[src/rtl/vga_tile_row_prefetch.sv]
// Prefetches one superpixel row of picture numbers into a double-buffered line store.
// Optional build macro VGA_PREFETCH_STATS_EN enables the saturating underrun counter.
module vga_tile_row_prefetch #(
  parameter int TILES_PER_ROW = 20,
  parameter int ADDR_W        = 16,
  parameter int DATA_W        = 16,
  parameter int PIC_W         = 9,
  parameter int RD_LAT        = 1
) (
  input  logic              clk,
  input  logic              rst,
  input  logic              fetch_start,
  input  logic [3:0]        row_idx,
  input  logic [ADDR_W-1:0] start_addr,
  input  logic [ADDR_W-1:0] row_length,
  input  logic              swap,
  output logic              mem_req,
  output logic [ADDR_W-1:0] mem_addr,
  input  logic              mem_gnt,
  input  logic [DATA_W-1:0] mem_rdata,
  input  logic [4:0]        rd_col,
  output logic [PIC_W-1:0]  rd_pic,
  output logic              busy,
  output logic              underrun,
  output logic [7:0]        underrun_cnt
);
  localparam int COL_W = $clog2(TILES_PER_ROW);
  localparam int CNT_W = $clog2(TILES_PER_ROW + 1);
  localparam logic [CNT_W-1:0] LAST    = CNT_W'(TILES_PER_ROW);
  localparam logic [CNT_W-1:0] LAST_M1 = CNT_W'(TILES_PER_ROW - 1);

  typedef enum logic [1:0] {IDLE, ISSUE, DRAIN} state_t;

  state_t              state;
  logic [CNT_W-1:0]    issueCnt;
  logic [CNT_W-1:0]    rcvCnt;
  logic                fillBank;
  logic                dispBank;
  logic [1:0]          bankVld;
  logic [1:0]          vldNext;
  logic                underrunHit;
  logic                retVld_p [RD_LAT];
  logic [COL_W-1:0]    retCol_p [RD_LAT];
  logic [PIC_W-1:0]    bankMem  [2][TILES_PER_ROW];
  logic [ADDR_W-1:0]   rowBase;
  logic                accept;
  logic                retHit;
  logic [COL_W-1:0]    retCol;
  logic                complete;
  logic                unusedRdataHi;

  assign rowBase       = start_addr + ADDR_W'(row_idx) * row_length;
  assign accept        = mem_req && mem_gnt;
  assign retHit        = retVld_p[RD_LAT-1];
  assign retCol        = retCol_p[RD_LAT-1];
  assign complete      = (state == DRAIN) && (rcvCnt == LAST);
  assign unusedRdataHi = ^mem_rdata[DATA_W-1:PIC_W];

  // Completion lands before the swap so a same-cycle swap sees the finished bank.
  always_comb begin
    vldNext     = bankVld;
    underrunHit = 1'b0;
    if (complete)
      vldNext[fillBank] = 1'b1;
    if (state == IDLE && fetch_start)
      vldNext[!dispBank] = 1'b0;
    if (swap) begin
      underrunHit        = !vldNext[!dispBank];
      vldNext[dispBank]  = 1'b0;
    end
  end

  // Request/issue stage, return-tag stage p0..p(RD_LAT-1), registered read port
  always_ff @(posedge clk) begin
    if (rst) begin
      state    <= IDLE;
      mem_req  <= 1'b0;
      mem_addr <= '0;
      busy     <= 1'b0;
      underrun <= 1'b0;
      dispBank <= 1'b0;
      fillBank <= 1'b0;
      bankVld  <= '0;
      issueCnt <= '0;
      rcvCnt   <= '0;
      rd_pic   <= '0;
      for (int i = 0; i < RD_LAT; i++)
        retVld_p[i] <= 1'b0;
    end else begin
      bankVld <= vldNext;
      if (swap)
        dispBank <= !dispBank;
      if (underrunHit)
        underrun <= 1'b1;
      retVld_p[0] <= accept;
      for (int i = 1; i < RD_LAT; i++)
        retVld_p[i] <= retVld_p[i-1];
      if (retHit)
        rcvCnt <= rcvCnt + 1'b1;
      case (state)
        IDLE: begin
          if (fetch_start) begin
            fillBank <= !dispBank;
            mem_req  <= 1'b1;
            mem_addr <= rowBase;
            issueCnt <= '0;
            rcvCnt   <= '0;
            busy     <= 1'b1;
            state    <= ISSUE;
          end
        end
        ISSUE: begin
          if (accept) begin
            issueCnt <= issueCnt + 1'b1;
            if (issueCnt == LAST_M1) begin
              mem_req <= 1'b0;
              state   <= DRAIN;
            end else begin
              mem_addr <= mem_addr + 1'b1;
            end
          end
        end
        DRAIN: begin
          if (complete) begin
            busy  <= 1'b0;
            state <= IDLE;
          end
        end
        default: state <= IDLE;
      endcase
      if (32'(rd_col) < TILES_PER_ROW && bankVld[dispBank])
        rd_pic <= bankMem[dispBank][rd_col[COL_W-1:0]];
      else
        rd_pic <= '0;
    end
  end

  // Datapath side of the return stages: column tags and bank writes
  always_ff @(posedge clk) begin
    retCol_p[0] <= issueCnt[COL_W-1:0];
    for (int i = 1; i < RD_LAT; i++)
      retCol_p[i] <= retCol_p[i-1];
    if (retHit && !rst)
      bankMem[fillBank][retCol] <= mem_rdata[PIC_W-1:0];
  end

`ifdef VGA_PREFETCH_STATS_EN
  always_ff @(posedge clk) begin
    if (rst)
      underrun_cnt <= '0;
    else if (underrunHit && underrun_cnt != 8'hFF)
      underrun_cnt <= underrun_cnt + 8'd1;
  end
`else
  assign underrun_cnt = '0;
`endif

endmodule

[config.mk]
export PLATFORM = sky130hd
export DESIGN_NAME = vga_tile_row_prefetch
export DESIGN_NICKNAME = d
export VERILOG_FILES = /design/src/rtl/vga_tile_row_prefetch.sv
export SDC_FILE = /design/constraint.sdc
export NUM_CORES = 1
export LEC_CHECK = 0
export CELL_PAD_IN_SITES_DETAIL_PLACEMENT = 0
export CELL_PAD_IN_SITES_GLOBAL_PLACEMENT = 1
export CORE_MARGIN = 2
export CORE_UTILIZATION = 55
export CTS_CLUSTER_SIZE = 25
export DETAILED_ROUTE_END_ITERATION = 10
export PLACE_DENSITY = 0.86
export SLEW_MARGIN = 20
export SYNTH_ARGS = -nofsm -noshare
export SYNTH_HDL_FRONTEND = slang
export SYNTH_SLANG_ARGS = --single-unit
[constraint.sdc]
create_clock -name clk -period 10.6 [get_ports clk]
set_clock_uncertainty 0.2 [all_clocks]
set_input_delay 1.59 -clock clk [delete_from_list [all_inputs] [get_ports clk]]
set_output_delay 1.59 -clock clk [all_outputs]
set_load 0.01 [all_outputs]
==> metrics.yaml, run 1 <==
run_status:
  status: "completed"
routing:
  drtPass1Iterations: 5
  num_vias: 9944
  wl_per_cell_um: 22.4
  via_per_inst: 5.93
  drt_wl_total_mm: 37.7
  post-route-drc-count: 0
  antenna_left: 0
  drtIter0Drc: 994
cells_and_area:
  n_antenna_cell: 0
  instances_no_fill: 1678
  area_growth_pct: 14.0
  num-fill-cells: 2309
  final_core_util: 0.638
  final_nets: 1327
  drive_gt1_frac: 0.166
logic_synthesis:
  synth.yosys.warnings: 0
  syn_avg_cell_area_um2: 16.4
  ys_ff_latch: 411
  synth_xor_area_frac: 0.0106
  yosys-top-cells-area: "edfxtp_1, mux4_2, dfxtp_1, fa_1, and2_1"
  synth_edf_count: 360
  synthFlopType: "edfxtp_1"
  synth_top_family_by_area: "multiplexers"
  synth_top_area_frac: 0.594
  synthSimpleGateAreaFrac: 0.0711
  yosysUniqueCellTypes: 65
  synthMuxAreaShare: 0.141
  yosys.area.top_type: "edfxtp_1"
  synth_compound_area_frac: 0.0390
  synthCells: 1108
  synth-async-reset-ratio: 0
  yosysSeqAreaShare: 0.650
  syn-cell-area_um2: 18200
  yosys.area_share.adder: 0.0576
floorplan:
  ios: 98
  rows: 66
  die_width_um: 186
  die_h_um: 186
  start_util: 0.560
  die-area_um2: 34600
  coreArea_um2: 32500
setup_path:
  end_kind: "flop"
  path_class: "in -> reg"
  endpoint: "mem_addr[15]$_SDFFE_PP0P_"
  cp_max_fo: 15
  reg2reg_depth: 5
  reg2reg_to: "rd_pic[2]$_SDFF_PP0_"
  r2r_slack_ns: 6.87
  cp.required_ns: 10.86
  cp-start-kind: "input port"
  cp.arrival_ns: 6.13
  critPathLaunch: "row_idx[1]"
clocking:
  clkLatencyLatePin_ns: 0.53
  cts_made_buffers: 42
  postCtsSetupRepairBufs: 0
  clk_pin_slew_ns: 0.06
  numClockSinks: 411
  cts_root_buffer: "clkbuf_16"
  ctsHtreeMaxLevel: 2
  ctsHoldBuffers: 0
  cts_resized: 0
  cts_buffer_depth: 3
  cts_tree: "built"
global_routing:
  grt_pass1_wl_mm: 58.4
  grt_overflow: 0
  antenna_found_initial: 1
  grt_max_degree: 70
  track_usage: 0.227
  grt_pass1_vias: 9983
placement:
  dpl.cell_count: 1601
  routabilityCongestion: 0.817
  port_buffers: 82
  dpl.hpwl_mm: 23.7
job:
  maxCapViolCount: 0
sta:
  drv_slew: 0
  worst_pin_slew_ns: 1.09
  slew_headroom: 0.274
  max_freq_mhz: 170
  min_period_over_period: 0.554
  finalSetupViolCount: 0
  fin_crit_ns: 5.87
  hold_viol_final: 0
  finalSetupTns_ns: 0
  rsz0062_at_grt: "false"
hold_path:
  hold_path.class: "reg -> reg"
  worstHoldStart: "issueCnt[4]$_SDFFE_PP0P_"
power:
  p_per_area_nw_per_um2: 180
  cellLeakagePower_nw: 7.00
  ir_drop_v: 0.000119
==> Yosys cell counts (9+ instances only) <==
| master | n |
|---|---|
| edfxtp_1 | 360 |
| mux4_2 | 108 |
| inv_1 | 75 |
| nor2_1 | 69 |
| nand2_1 | 68 |
| and2_1 | 53 |
| dfxtp_1 | 51 |
| fa_1 | 38 |
| a21oi_1 | 27 |
| clkbuf_1 | 26 |
| ha_1 | 23 |
| o21ai_0 | 22 |
| xnor2_1 | 16 |
| nand3_1 | 13 |
| nor3_1 | 13 |
| buf_2 | 10 |
| nand4_1 | 10 |
| a22oi_1 | 9 |
| mux2_2 | 9 |
==> report_power, final <==
| part | total [mW] | switching (mW) | internal, mW |
|---|---|---|---|
| registers | 1.81 | 0.0377 | 1.78 |
| clock network | 1.38 | 0.604 | 0.779 |
| logic | 0.538 | 0.283 | 0.256 |
==> metrics by stage <==
stage | area (um^2) | setup slack [ns] | hold slack [ns] | total power [mW]
after global routing | 20800 | 4.47 | 0.197 | 3.88
final | 20800 | 4.73 | 0.186 | 3.74
after floorplan | 18200 | 5.14 | 0.159 | 2.22
after detailed placement | 19400 | 4.17 | 0.178 | 2.39
after CTS | 20700 | 4.70 | 0.184 | 3.76
after global placement | 19400 | 4.20 | 0.170 | 2.38
==> layout make-up <==
cell class / count / area, um^2 / share of cell area
clock buffer: 56 / 1160 / 0.0561
multi-input combinational: 576 / 5850 / 0.282
clock inverter: 20 / 129 / 0.00621
sequential: 411 / 11800 / 0.570
tap: 442 / 553 / 0.0267
timing repair buffer: 98 / 938 / 0.0452
inverter: 75 / 282 / 0.0136
==> metal layers <==
metal  global-route usage  wire, um  up-vias  part of all wire
li1                     -         -     4414                 -
met5                    0         0        -                 0
met4               0.0564       663        0             0.018
met3               0.0432      3250       48             0.086
met1                0.325     15300     5016              0.41
met2                0.364     18400      466              0.49
==> logic make-up after synthesis <==
group | count (synthesis)
buf+inv | 128
flops | 411
other cells | 1
simple gates | 260
xor+xnor | 22
fa+ha+maj | 61
mux | 121
compound gates | 104
==> critical path: stages <==
cell and delay, ns:
clkdlybuf4s50_1 0.67, and2_1 0.29, fa_1 0.49, fa_1 0.50, inv_1 0.06, fa_1 0.50, inv_1 0.04, ha_1 0.36
a2111oi_2 0.40, o21ai_1 0.20, a221oi_4 0.35, o21ai_2 0.11, or4_4 0.49, o211ai_2 0.08
==> cell usage in the layout (no fill, tap or decap), drive strengths merged, types with 6 or more instances in the layout <==
cell type,synthesis,layout
edfxtp,360,360
mux4,108,108
clkdlybuf4s50,0,81
inv,75,79
nor2,69,69
nand2,68,68
clkbuf,26,56
and2,53,53
dfxtp,51,51
fa,38,38
a21oi,27,27
o21ai,24,24
ha,23,23
buf,27,17
xnor2,16,16
nand3,13,13
nor3,13,13
clkinv,0,13
nand4,10,10
mux2,9,9
a22oi,9,9
conb,1,8
or3,7,7
a31oi,7,7
xor2,6,6
==> state kept, by name, indices dropped and copies added, names as in the netlist, named ones only <==
name,count
rcvCnt,5
fillBank,1
mem_addr,16
retCol_p,5
bankVld,2
rd_pic,9
state,2
dispBank,1
underrun,1
bankMem,360
retVld_p,1
mem_req,1
busy,1
issueCnt,5
==> how the worst min path moves through the flow <==
stage	end	slack, ns	depth (start not counted)
finish	retCol_p[0][4]$_DFF_P_	0.19	0
floorplan	retCol_p[0][4]$_DFF_P_	0.16	0
CTS	retCol_p[0][4]$_DFF_P_	0.18	0
global placement	retCol_p[0][4]$_DFF_P_	0.17	0
detailed placement	retCol_p[0][4]$_DFF_P_	0.18	0
global route	retCol_p[0][4]$_DFF_P_	0.20	0
(Power assumes the default switching activity.)
==> inputs of run 2 (changes only) <==
--- a/config.mk
+++ b/config.mk
@@ -8,10 +8,10 @@
 export CELL_PAD_IN_SITES_DETAIL_PLACEMENT = 0
 export CELL_PAD_IN_SITES_GLOBAL_PLACEMENT = 1
 export CORE_MARGIN = 2
-export CORE_UTILIZATION = 55
+export CORE_UTILIZATION = 46
 export CTS_CLUSTER_SIZE = 25
 export DETAILED_ROUTE_END_ITERATION = 10
-export PLACE_DENSITY = 0.86
+export PLACE_DENSITY = 0.76
 export SLEW_MARGIN = 20
 export SYNTH_ARGS = -nofsm -noshare
 export SYNTH_HDL_FRONTEND = slang
==> constraint.sdc (replaced) <==
create_clock -name clk -period 5.2 [get_ports clk]
set_clock_uncertainty 0.2 [all_clocks]
set_input_delay 0.78 -clock clk [delete_from_list [all_inputs] [get_ports clk]]
set_output_delay 0.78 -clock clk [all_outputs]
set_load 0.01 [all_outputs]
==> run 2 against run 1 <==
Sequential power up 100%. Via count down 1.8%. Worst hold slack worse by 0.0053 ns. First-iteration DRC count down 23%. Count of clock-buffer cells in the layout down 3. Critical path depth unchanged. Routed wire length down 3.4%. Utilization down 9.4 points. Sequential share of layout area down 0.94 points. Total power up 110%. Largest cell class unchanged.
==> metrics.yaml, run 2 (same netlist as run 1, synthesis figures left out) <==
run_status:
  status: "completed"  # unchanged
setup_path:
  cp.required_ns: 5.45  # was 10.86 ns
  end_kind: "flop"  # unchanged
  cp_max_fo: 8  # was 15
  cp-start-kind: "input port"  # unchanged
  path_class: "in -> reg"  # unchanged
  cp.arrival_ns: 4.97  # was 6.13 ns
cells_and_area:
  reg_top3: "bankMem x360, mem_addr x16, rd_pic x9"  # unchanged
  final_core_util: 0.543  # was 0.638
  regArea_um2: 11800  # unchanged
  area_growth_pct: 15.9  # was 14.0%
  n_antenna_cell: 0  # unchanged
  largest_register_ffs: 360  # unchanged
  stdcell_area_um2: 21100  # was 20800 um^2
  final_common_cell: "edfxtp_1"  # unchanged
  instances_no_fill: 1777  # was 1678
  multi_input_area_um2: 5850  # unchanged
  final_nets: 1350  # was 1327
  layout_common_cells: "edfxtp_1, mux4_2, clkdlybuf4s50_1"  # unchanged
  drive_gt1_frac: 0.186  # was 0.166
  num-fill-cells: 3088  # was 2309
  top_register: "bankMem"  # unchanged
floorplan:
  start_util: 0.469  # was 0.560
  die-area_um2: 41200  # was 34600 um^2
  rows: 72  # was 66
  die_width_um: 203  # was 186 um
  ios: 98  # unchanged
  die_h_um: 203  # was 186 um
  coreArea_um2: 38800  # was 32500 um^2
job:
  maxCapViolCount: 0  # unchanged
clocking:
  cts_made_buffers: 41  # was 42
  cts_buffer_depth: 3  # unchanged
  cts_resized: 0  # unchanged
  clkLatencyLatePin_ns: 0.52  # was 0.53 ns
  postCtsSetupRepairBufs: 0  # unchanged
  clk_pin_slew_ns: 0.06  # about the same
  numClockSinks: 411  # unchanged
  cts_root_buffer: "clkbuf_16"  # unchanged
  ctsHtreeMaxLevel: 2  # unchanged
  cts_tree: "built"  # unchanged
  ctsHoldBuffers: 0  # unchanged
routing:
  antenna_left: 0  # unchanged
  drt_wl_total_mm: 36.4  # was 37.7 mm
  wl_per_cell_um: 20.5  # was 22.4 um
  drtIter0Drc: 769  # was 994
  drtPass1Iterations: 5  # unchanged
  num_vias: 9769  # was 9944
  via_per_inst: 5.50  # was 5.93
  post-route-drc-count: 0  # unchanged
power:
  cellLeakagePower_nw: 7.16  # was 7.00 nW
  power.total_mw: 7.74  # was 3.74 mW
  p_per_area_nw_per_um2: 367  # was 180 nW/um^2
  ir_drop_v: 0.000241  # was 0.000119 V
placement:
  dpl.cell_count: 1701  # was 1601
  dpl-instance-area_um2: 19700  # was 19400 um^2
  routabilityCongestion: 0.807  # was 0.817
  dpl.hpwl_mm: 24.2  # was 23.7 mm
  port_buffers: 82  # unchanged
sta:
  worst_pin_slew_ns: 1.09  # about the same
  finalSetupViolCount: 0  # unchanged
  holdWs_ns: 0.180  # was 0.186 ns
  slew_headroom: 0.272  # was 0.274
  max_freq_mhz: 212
  fin_crit_ns: 4.72
  min_period_over_period: 0.907
  rsz0062_at_grt: "false"  # unchanged
  drv_slew: 0  # unchanged
  hold_viol_final: 0  # unchanged
global_routing:
  grt_overflow: 0  # unchanged
  track_usage: 0.182  # was 0.227
  grt_pass1_wl_mm: 57.1  # was 58.4 mm
  grt_max_degree: 61  # was 70
  antenna_found_initial: 0  # was 1
  grt_pass1_vias: 9906  # was 9983
hold_path:
  hold_path.class: "reg -> reg"  # unchanged
==> run 2: metal layers <==
layer,vias up,wire [um],GRT usage
li1,4449,-,-
met1,5000,16300,0.262
met2,264,17300,0.293
met3,56,1940,0.0252
met4,0,882,0.0501
met5,-,0,0
==> run 2: per-stage QoR <==
stage	setup WS (ns)	TNS (ns)
after floorplan	0.548	0
after global placement	-0.0937	-0.137
after detailed placement	-0.0590	-0.0659
after CTS	0.469	0
after global routing	0.208	0
final	0.484	0
==> run 2: power by group <==
group          switching [mW]  internal (mW)  total [mW]
Clock                    1.21           1.68        2.89
Sequential             0.0652           3.62        3.68
Combinational           0.598          0.575        1.17
==> run 2: final cells by class <==
cell class,count,share of cell area
timing repair buffer,122,0.0540
sequential,411,0.561
tap,518,0.0307
inverter,75,0.0133
clock buffer,53,0.0566
clock inverter,22,0.00712
multi-input combinational,576,0.277
==> run 2: critical path, cell delays in order <==
cell and delay, ns:
clkdlybuf4s50_1 0.63, and2_1 0.20, fa_1 0.43, fa_1 0.50
inv_1 0.05, fa_1 0.49, inv_1 0.04, ha_1 0.32
a2111oi_2 0.37, o21ai_1 0.19, a221oi_4 0.31, o21ai_2 0.09
or4_4 0.48, o211ai_2 0.08
==> run 2: final timing paths <==
kind / slack (ns) / endpoint / from / cells past startpoint
worst min-delay path: 0.18 / retCol_p[0][4]$_DFF_P_ / issueCnt[4]$_SDFFE_PP0P_ / 0
worst max register to register: 2.19 / rd_pic[7]$_SDFF_PP0_ / flop / 6
worst max-delay path: 0.48 / mem_addr[15]$_SDFFE_PP0P_ / row_idx[2] / 14
worst min register to register: 0.18 / retCol_p[0][4]$_DFF_P_ / issueCnt[4]$_SDFFE_PP0P_ / 0
==> inputs of run 3 (changes only) <==
--- a/config.mk
+++ b/config.mk
@@ -5,6 +5,7 @@
 export SDC_FILE = /design/constraint.sdc
 export NUM_CORES = 1
 export LEC_CHECK = 0
+export ABC_CLOCK_PERIOD_IN_PS = 5200
 export CELL_PAD_IN_SITES_DETAIL_PLACEMENT = 0
 export CELL_PAD_IN_SITES_GLOBAL_PLACEMENT = 1
 export CORE_MARGIN = 2
==> constraint.sdc (replaced) <==
create_clock -name clk -period 5.2 [get_ports clk]
set_clock_uncertainty 0.2 [all_clocks]
set_input_delay 1.04 -clock clk [delete_from_list [all_inputs] [get_ports clk]]
set_output_delay 1.04 -clock clk [all_outputs]
set_load 0.01 [all_outputs]
==> run 3 against run 2 <==
Worst hold slack improved by 0.0032 ns. Routed wire length decreased by 1.5%. Highest routed layer is now met5. Sequential cell count is the same.
==> metrics.yaml, run 3 (same netlist as run 1, synthesis figures left out) <==
setup_path:
  cp-start-kind: "input port"  # unchanged
  cp.required_ns: 5.46  # was 5.45 ns
  cp_max_fo: 6  # was 8
  end_kind: "flop"  # unchanged
  r2r_slack_ns: 2.13  # was 2.19 ns
  cp.arrival_ns: 5.17  # was 4.97 ns
  path_class: "in -> reg"  # unchanged
global_routing:
  use_met2: 0.287  # was 0.293
  grt_max_degree: 71  # was 61
  grt_overflow: 0  # unchanged
  grt_pass1_wl_mm: 56.8  # was 57.1 mm
  globalRouteMet3Util: 0.0284  # was 0.0252
  track_usage: 0.181  # was 0.182
  use_met1: 0.260  # was 0.262
  grt_pass1_vias: 9933  # was 9906
  grt.busiest_layer: "met2"  # unchanged
  antenna_found_initial: 1  # was 0
cells_and_area:
  final_nets: 1356  # was 1350
  stdcell_area_um2: 21000  # was 21100 um^2
  layout_common_cells: "edfxtp_1, mux4_2, clkdlybuf4s50_1"  # unchanged
  final_core_util: 0.541  # was 0.543
  top_register: "bankMem"  # unchanged
  n_antenna_cell: 0  # unchanged
  drive_gt1_frac: 0.185  # was 0.186
  final_common_cell: "edfxtp_1"  # unchanged
  largest_register_ffs: 360  # unchanged
  regArea_um2: 11800  # unchanged
  num-fill-cells: 3086  # was 3088
  reg_top3: "bankMem x360, mem_addr x16, rd_pic x9"  # unchanged
  multi_input_area_um2: 5850  # about the same
  area_growth_pct: 15.4  # was 15.9%
  instances_no_fill: 1779  # was 1777
routing:
  wl_per_cell_um: 20.1  # was 20.5 um
  post-route-drc-count: 0  # unchanged
  via_per_inst: 5.51  # was 5.50
  antenna_left: 0  # unchanged
  drtPass1Iterations: 5  # unchanged
  num_vias: 9806  # was 9769
  drt_wl_total_mm: 35.8  # was 36.4 mm
  drtIter0Drc: 855  # was 769
sta:
  fin_crit_ns: 4.91  # was 4.72 ns
  worst_pin_slew_ns: 1.09  # about the same
  min_period_over_period: 0.944  # was 0.907
  slew_headroom: 0.270  # was 0.272
  setup_ws_ns: 0.291  # was 0.484 ns
  max_freq_mhz: 204  # was 212 MHz
  drv_slew: 0  # unchanged
  finalSetupTns_ns: 0  # unchanged
  finalSetupViolCount: 0  # unchanged
  rsz0062_at_grt: "false"  # unchanged
  hold_viol_final: 0  # unchanged
  holdWs_ns: 0.183  # was 0.180 ns
hold_path:
  hold_path.class: "reg -> reg"  # unchanged
placement:
  port_buffers: 82  # unchanged
  dpl.cell_count: 1709  # was 1701
  dpl-instance-area_um2: 19800  # was 19700 um^2
  routabilityCongestion: 0.802  # was 0.807
  dpl.hpwl_mm: 24.2  # about the same
  post-place-ws_ns: -0.390  # was -0.0590 ns
clocking:
  postCtsSetupRepairBufs: 0  # unchanged
  cts_tree: "built"  # unchanged
  clkLatencyLatePin_ns: 0.52  # about the same
  clk_pin_slew_ns: 0.06  # about the same
  cts_resized: 0  # unchanged
  cts_made_buffers: 40  # was 41
  ctsHoldBuffers: 0  # unchanged
  cts_buffer_depth: 3  # unchanged
  ctsHtreeMaxLevel: 2  # unchanged
  cts_root_buffer: "clkbuf_16"  # unchanged
  numClockSinks: 411  # unchanged
job:
  maxCapViolCount: 0  # unchanged
floorplan:
  die_h_um: 203  # unchanged
  die_width_um: 203  # unchanged
  ios: 98  # unchanged
  start_util: 0.469  # unchanged
  coreArea_um2: 38800  # unchanged
  die-area_um2: 41200  # unchanged
  rows: 72  # unchanged
power:
  cellLeakagePower_nw: 7.13  # was 7.16 nW
  power.total_mw: 7.58  # was 7.74 mW
  p_per_area_nw_per_um2: 360  # was 367 nW/um^2
  ir_drop_v: 0.000189  # was 0.000241 V
run_status:
  status: "completed"  # unchanged
[run 3: layout make-up]
cell class | count | share of cell area
Multi-Input combinational cell | 576 | 0.279
Timing Repair Buffer | 129 | 0.0565
Clock buffer | 50 | 0.0494
Sequential cell | 411 | 0.563
Inverter | 75 | 0.0134
Clock inverter | 20 | 0.00827
Tap cell | 518 | 0.0308
[run 3: power breakdown]
part           leakage [nW]  switching (mW)  internal (mW)  total, mW
Combinational          2.90           0.589          0.591       1.18
Clock                 0.582            1.18           1.53       2.70
Sequential             3.65          0.0728           3.62       3.69
Total                  7.13            1.84           5.74       7.58
[run 3: worst paths after layout]
kind / from / endpoint / cells after the start
setup / recovery: row_idx[1] / mem_addr[15]$_SDFFE_PP0P_ / 15
setup reg to reg: flop / rd_pic[7]$_SDFF_PP0_ / 5
hold reg to reg: issueCnt[4]$_SDFFE_PP0P_ / retCol_p[0][4]$_DFF_P_ / 0
hold / removal: issueCnt[4]$_SDFFE_PP0P_ / retCol_p[0][4]$_DFF_P_ / 0
[run 3: routing by layer]
layer / up-vias / wire [um]
li1: 4459 / -
met1: 4981 / 15700
met2: 303 / 17000
met3: 61 / 2170
met4: 2 / 889
met5: - / 13
[run 3: worst max-delay path, stage by stage]
cell             delay, ns
clkdlybuf4s50_1       0.52
buf_4                 0.16
and2_1                0.13
fa_1                  0.44
fa_1                  0.54
inv_1                 0.05
fa_1                  0.50
inv_1                 0.04
ha_1                  0.22
a211oi_1              0.31
o21ai_1               0.20
a221oi_4              0.35
o21ai_2               0.10
or4_4                 0.48
o211ai_2              0.08
